### config.mk
export PLATFORM = sky130hd
export DESIGN_NAME = seg7_scroll_mux
export DESIGN_NICKNAME = d
export VERILOG_FILES = /design/src/rtl/seg7_scroll_mux.sv
export SDC_FILE = /design/constraint.sdc
export NUM_CORES = 1
export LEC_CHECK = 0
export ABC_AREA = 1
export CAP_MARGIN = 0
export CORE_ASPECT_RATIO = 0.9
export CORE_MARGIN = 3
export CORE_UTILIZATION = 35
export DETAILED_ROUTE_END_ITERATION = 12
export GPL_TIMING_DRIVEN = 0
export PLACE_DENSITY_LB_ADDON = 0.2
export SYNTH_ARGS = -nofsm -noshare
export SYNTH_HDL_FRONTEND = slang
export SYNTH_SLANG_ARGS = --single-unit
### constraint.sdc
create_clock -name clk -period 3.3 [get_ports clk]
set_input_delay 0.66 -clock clk [delete_from_list [all_inputs] [get_ports clk]]
set_output_delay 0.66 -clock clk [all_outputs]
set_load 0.1 [all_outputs]
### src/rtl/seg7_scroll_mux.sv
// Scrolling 7-segment message display: 17-entry ROM, step prescaler, and digit refresh mux.
// Define SEG7_SCROLL_DIR_EN to honour the dir input; without it the scroll is always forward.
module seg7_scroll_mux #(
    parameter int unsigned NUM_DIGITS  = 4,
    parameter int unsigned TICK_DIV    = 10_000_000,
    parameter int unsigned REFRESH_DIV = 25_000
) (
    input  logic                  clk,
    input  logic                  rst,
    input  logic                  en,
    input  logic                  pause,
    input  logic                  dir,
    output logic [6:0]            seg,
    output logic [NUM_DIGITS-1:0] an,
    output logic [4:0]            offset,
    output logic                  wrap
);

    localparam int unsigned MSG_LEN = 17;
    localparam int unsigned PW = (TICK_DIV > 1)    ? $clog2(TICK_DIV)    : 1;
    localparam int unsigned RW = (REFRESH_DIV > 1) ? $clog2(REFRESH_DIV) : 1;
    localparam int unsigned DW = (NUM_DIGITS > 1)  ? $clog2(NUM_DIGITS)  : 1;

    localparam logic [PW-1:0] PRESC_LAST = PW'(TICK_DIV - 1);
    localparam logic [RW-1:0] REFR_LAST  = RW'(REFRESH_DIV - 1);
    localparam logic [DW-1:0] DIG_LAST   = DW'(NUM_DIGITS - 1);
    localparam logic [4:0]    OFF_LAST   = 5'(MSG_LEN - 1);

    logic [PW-1:0]         presc;
    logic [RW-1:0]         refr;
    logic [DW-1:0]         dig;
    logic                  step;
    logic                  reverse;
    logic [4:0]            pos;
    logic [4:0]            idx_sum;
    logic [4:0]            idx;
    logic [6:0]            glyph;
    logic [NUM_DIGITS-1:0] an_next;

`ifdef SEG7_SCROLL_DIR_EN
    assign reverse = dir;
`else
    logic unused_dir;
    assign unused_dir = dir;
    assign reverse    = 1'b0;
`endif

    // Segment patterns are active-low, bit order gfedcba.
    function automatic logic [6:0] msg_rom(input logic [4:0] i);
        logic [6:0] s;
        case (i)
            5'd0:    s = 7'b1111111; // blank
            5'd1:    s = 7'b1000001; // U
            5'd2:    s = 7'b0001000; // A
            5'd3:    s = 7'b0000011; // B
            5'd4:    s = 7'b1000110; // C
            5'd5:    s = 7'b0111111; // -
            5'd6:    s = 7'b0000110; // E
            5'd7:    s = 7'b1000111; // L
            5'd8:    s = 7'b0000110; // E
            5'd9:    s = 7'b1000110; // C
            5'd10:   s = 7'b1001110; // T
            5'd11:   s = 7'b0101111; // R
            5'd12:   s = 7'b1000000; // O
            5'd13:   s = 7'b0101011; // N
            5'd14:   s = 7'b1001111; // I
            5'd15:   s = 7'b1000110; // C
            5'd16:   s = 7'b0001000; // A
            default: s = 7'b1111111;
        endcase
        return s;
    endfunction

    assign step = en && !pause && (presc == PRESC_LAST);

    // dig counts down from the leftmost anode, so its screen position is NUM_DIGITS-1-dig.
    always_comb begin
        pos     = 5'(NUM_DIGITS - 1) - 5'(dig);
        idx_sum = offset + pos;
        idx     = (idx_sum >= 5'(MSG_LEN)) ? idx_sum - 5'(MSG_LEN) : idx_sum;
        glyph   = msg_rom(idx);
        an_next = ~(NUM_DIGITS'(1) << dig);
    end

    always_ff @(posedge clk) begin
        if (rst || !en) begin
            presc  <= '0;
            refr   <= '0;
            dig    <= DIG_LAST;
            offset <= '0;
            wrap   <= 1'b0;
            seg    <= '1;
            an     <= '1;
        end else begin
            wrap <= 1'b0;

            if (!pause) begin
                presc <= (presc == PRESC_LAST) ? '0 : presc + 1'b1;
            end

            if (step) begin
                if (reverse) begin
                    if (offset == 5'd0) begin
                        offset <= OFF_LAST;
                        wrap   <= 1'b1;
                    end else begin
                        offset <= offset - 5'd1;
                    end
                end else begin
                    if (offset == OFF_LAST) begin
                        offset <= 5'd0;
                        wrap   <= 1'b1;
                    end else begin
                        offset <= offset + 5'd1;
                    end
                end
            end

            if (refr == REFR_LAST) begin
                refr <= '0;
                dig  <= (dig == '0) ? DIG_LAST : dig - 1'b1;
            end else begin
                refr <= refr + 1'b1;
            end

            seg <= glyph;
            an  <= an_next;
        end
    end

endmodule

==> results by group <==
Status
  – Result of the run: complete, no violations

Clock tree
  – Skew-Pair Late Insertion Delay: 0.33 ns
  – TritonCTS sink count: 58
  – # hold bufs at CTS: 0
  – Total setup buffers inserted after CTS: 0
  – Max clock buf depth: 2
  – Clock input transition at the sequential cells of the worst setup and hold paths: 0.07 ns
  – Number of H-tree branching levels: 3
  – Resize count post-CTS: 0
  – Clock root buffer: sky130_fd_sc_hd__clkbuf_8
  – Number of CTS-inserted buffers: 9
  – TritonCTS clock tree: built

Worst setup path
  – Crit-path most repeated cell: sky130_fd_sc_hd__inv_1
  – Worst r2r dst: seg[3]$_SDFF_PP1_
  – Highest net fanout along the worst path: 7
  – Critical path capture point type: flip-flop
  – Arr. time, crit path: 3.18 ns
  – Startpoint type of the worst setup path: flip-flop
  – Register-to-register setup slack: 0.33 ns
  – Cell Chain, Critical Path: inv_1, ha_1, inv_1, fa_1, ha_1, inv_1, nand3_1, inv_1, nand2_4, nand2_2, nand2_1, nand2_1, ha_1, inv_1, nand3_1, nand3_1, nand3_1
  – Max stage delay on crit path: 0.47 ns
  – R2R Path Start: dig[0]$_SDFFE_PP1P_
  – Critical Path RT: 3.50 ns
  – Number of cells traversed by the worst register-to-register path: 17
  – Worst Path Class, Setup: reg2reg
  – Crit path max-delay cell type: sky130_fd_sc_hd__fa_1

Global routing
  – Global-route wire length before repair: 12830 um
  – Via count of the first global-routing pass: 2805
  – Residual overflow from global routing: 0
  – Initial antenna violation count: 0
  – Maximum number of pins on one net before global-route repair: 11
  – Global Route Usage Sum: 0.1489

Yosys
  – Synth Warn #: 0
  – Post-synthesis xor/xnor area fraction: 0.02894
  – Fraction of post-synthesis cell area in the top cell type by area: 0.3487
  – Cell types occupying the most area after synthesis: sky130_fd_sc_hd__dfxtp_1 (35%), sky130_fd_sc_hd__nand2_1 (11%), sky130_fd_sc_hd__inv_1 (7.8%), sky130_fd_sc_hd__nand3_1 (6.9%), sky130_fd_sc_hd__nor2_1 (6.9%)
  – Simple-gate area share of the yosys netlist: 0.3953
  – Share of synthesized area occupied by flip-flops and latches: 0.3487
  – Synth Area in Compound Gates: 0.06389
  – Combinational family with the most area after synthesis: simple AND/OR/NAND/NOR gates
  – Cell accounting for the most synthesized area: sky130_fd_sc_hd__dfxtp_1
  – Number of instances in the synthesized netlist: 476
  – Syn nets: 500
  – Post-Synth Adder-Cell Area: 0.07366
  – Unique cell type count in the Yosys netlist: 35
  – Count of state elements after synthesis: 58
  – Cell area after technology mapping: 3329 um2
  – Avg Inst Size Synth: 6.995 um2
  – Proportion of synthesized area in mux cells: 0

Routing
  – Remaining antenna violation count: 0
  – Detailed router's first-iteration violation count: 166
  – Vias per inst: 4.834
  – Detailed-route via count: 3065
  – Number of iterations in the first detailed-routing pass: 4
  – Number of DRC violations after detailed routing: 0
  – DR WL/cell: 11.89 um
  – Final routed wirelength across all metal layers: 7539 um

Timing
  – Pins over their slew limit: 0
  – Worst Skew: 0.01114 ns
  – Unrepaired setup endpoints after global routing: no
  – Worst Hold Margin: 0.4659 ns
  – Accumulated negative setup slack: 0 ns
  – Post-route fraction of the period consumed by the critical path: 0.9007
  – Setup violations, final: 0
  – Fmax: 0.3365 GHz
  – Relative slew slack: 0.3520
  – Slew at the pin closest to its max-slew limit: 0.9690 ns
  – Fin crit period: 2.972 ns
  – Count of final hold-check violations: 0

Floorplanning
  – Vertical die dimension: 98.53 um
  – Num rows: 33
  – Initial core utilization: 0.3616
  – Die footprint: 10720 um2
  – Area of the core: 9208 um2
  – I/O pin count: 22
  – Die W: 108.8 um

Final layout
  – Fraction of final layout cells with drive strength greater than 1: 0.09570
  – Cell area after layout: 3881 um2
  – P&R area growth vs syn: 16.57%
  – Net count reported at finish: 531
  – Antenna cells: 0

Place
  – Total half-perimeter wirelength after legalization and detailed placement: 5727 um
  – Area post-placement: 3684 um2
  – PortBufs: 20
  – RD Place Congestion: 0.8899

Min path
  – Hold WC Path Type: reg2reg
  – Cell count of the worst hold path: 2
  – Worst hold endpoint: refr[3]$_SDFF_PP0_
  – Startpoint of the worst hold path: refr[3]$_SDFF_PP0_

Pwr
  – Peak supply drop: 237.4 uV
  – Power density over cell area: 363.9 nW/um2
  – Leakage: 1.570 nW

Run
  – Maximum capacitance violations: 0
-- routing by layer --
| layer | share of wire | routed length (um) | GRT usage |
|---|---|---|---|
| met3 | 0.047 | 353 | 0.03209 |
| met4 | 0.011 | 81 | 0.05534 |
| met5 | 0 | 0 | 0 |
| met2 | 0.43 | 3257 | 0.2214 |
| met1 | 0.51 | 3846 | 0.2110 |
-- report_power, final --
part           switching [mW]  internal [mW]
clock                   0.275          0.390
combinational          0.0295         0.0118
sequential            0.00260          0.703
total                   0.307           1.11
-- synth_stat cells --
master / instances
sky130_fd_sc_hd__o21ai_2: 1
sky130_fd_sc_hd__clkbuf_1: 1
sky130_fd_sc_hd__buf_4: 1
sky130_fd_sc_hd__a21oi_1: 18
sky130_fd_sc_hd__fa_1: 1
sky130_fd_sc_hd__nor4_4: 1
sky130_fd_sc_hd__nor3_1: 19
sky130_fd_sc_hd__nand4_1: 19
sky130_fd_sc_hd__dfxtp_1: 58
sky130_fd_sc_hd__xor2_1: 9
sky130_fd_sc_hd__nor4_2: 1
sky130_fd_sc_hd__a211oi_1: 4
sky130_fd_sc_hd__inv_1: 69
sky130_fd_sc_hd__nor2_4: 1
sky130_fd_sc_hd__xnor2_1: 2
sky130_fd_sc_hd__nand2_4: 4
sky130_fd_sc_hd__inv_2: 3
sky130_fd_sc_hd__nand4_2: 1
sky130_fd_sc_hd__nor3_2: 1
sky130_fd_sc_hd__a41oi_1: 1
sky130_fd_sc_hd__nand3b_1: 1
sky130_fd_sc_hd__o21ai_0: 11
sky130_fd_sc_hd__nor2_2: 7
sky130_fd_sc_hd__o21a_1: 1
sky130_fd_sc_hd__nand3_2: 3
sky130_fd_sc_hd__nor4_1: 5
sky130_fd_sc_hd__nand2_1: 96
sky130_fd_sc_hd__buf_2: 1
sky130_fd_sc_hd__buf_6: 1
sky130_fd_sc_hd__ha_1: 18
sky130_fd_sc_hd__nand3_1: 46
sky130_fd_sc_hd__o211ai_2: 1
sky130_fd_sc_hd__nor2_1: 61
sky130_fd_sc_hd__nor3b_1: 1
sky130_fd_sc_hd__nand2_2: 8
-- cells in the final DEF (no fill, tap or decap), types with 11 or more instances in the layout --
cell type / instances
sky130_fd_sc_hd__clkbuf_8: 11
sky130_fd_sc_hd__nor3_1: 19
sky130_fd_sc_hd__nand4_1: 19
sky130_fd_sc_hd__o21ai_0: 11
sky130_fd_sc_hd__nor2_1: 61
sky130_fd_sc_hd__nand2_1: 96
sky130_fd_sc_hd__a21oi_1: 18
sky130_fd_sc_hd__ha_1: 18
sky130_fd_sc_hd__dfxtp_1: 57
sky130_fd_sc_hd__nand3_1: 46
sky130_fd_sc_hd__clkdlybuf4s50_1: 20
sky130_fd_sc_hd__inv_1: 69
-- worst max-delay path by stage --
stage / slack (ns) / end / from
after global placement: 0.36 / seg[3]$_SDFF_PP1_ / dig[0]$_SDFFE_PP1P_
final: 0.33 / seg[3]$_SDFF_PP1_ / dig[0]$_SDFFE_PP1P_
after CTS: 0.32 / seg[3]$_SDFF_PP1_ / dig[0]$_SDFFE_PP1P_
after global routing: 0.09 / seg[3]$_SDFF_PP1_ / dig[0]$_SDFFE_PP1P_
after floorplan: 0.03 / seg[6]$_SDFF_PP1_ / offset[1]$_SDFFE_PP0P_
after detailed placement: 0.35 / seg[3]$_SDFF_PP1_ / dig[0]$_SDFFE_PP1P_
-- area by class of cell --
type	instances	area [um2]
multi-input combinational	342	1871
inverter	72	270.3
tap	122	152.6
clock inverter	2	35.03
buffer	4	27.53
clock buffer	14	162.7
fill	970	5326
sequential	58	1162
timing repair buffer	20	200.2
-- cells by family (layout without fill, tap and decap cells) --
family	Yosys count	count (layout)
flip-flops	58	58
AND/OR/NAND/NOR	275	275
adder cells (fa/ha/maj)	19	19
AO/OA/AOI/OAI	37	37
XOR/XNOR	11	11
buffers and inverters	76	112
-- worst max-delay path: cells and delay by family, from the launching register on --
family | cells | cell delay (ns)
adder cells (fa/ha/maj) | 4 | 1.24
AND/OR/NAND/NOR | 8 | 0.79
buffers and inverters | 5 | 0.44
flip-flops | 1 | 0.38
-- state kept, by name, summed over array words and instances, names as in the netlist --
register / count
presc: 24
refr: 15
seg: 7
offset: 5
an: 4
dig: 2
wrap: 1
-- through the flow --
step / setup slack (ns) / instances / total power, mW / utilization
6_report: 0.3278 / 634 / 1.412 / 0.4215
5_1_grt: 0.08746 / 634 / 1.471 / 0.4215
4_1_cts: 0.3231 / 634 / 1.437 / 0.4215
3_5_place_dp: 0.3542 / 618 / 0.7628 / 0.4001
3_3_place_gp: 0.3639 / 618 / 0.7628 / 0.4001
2_1_floorplan: 0.02705 / 476 / 0.7473 / -
(Power assumes the default switching activity.)
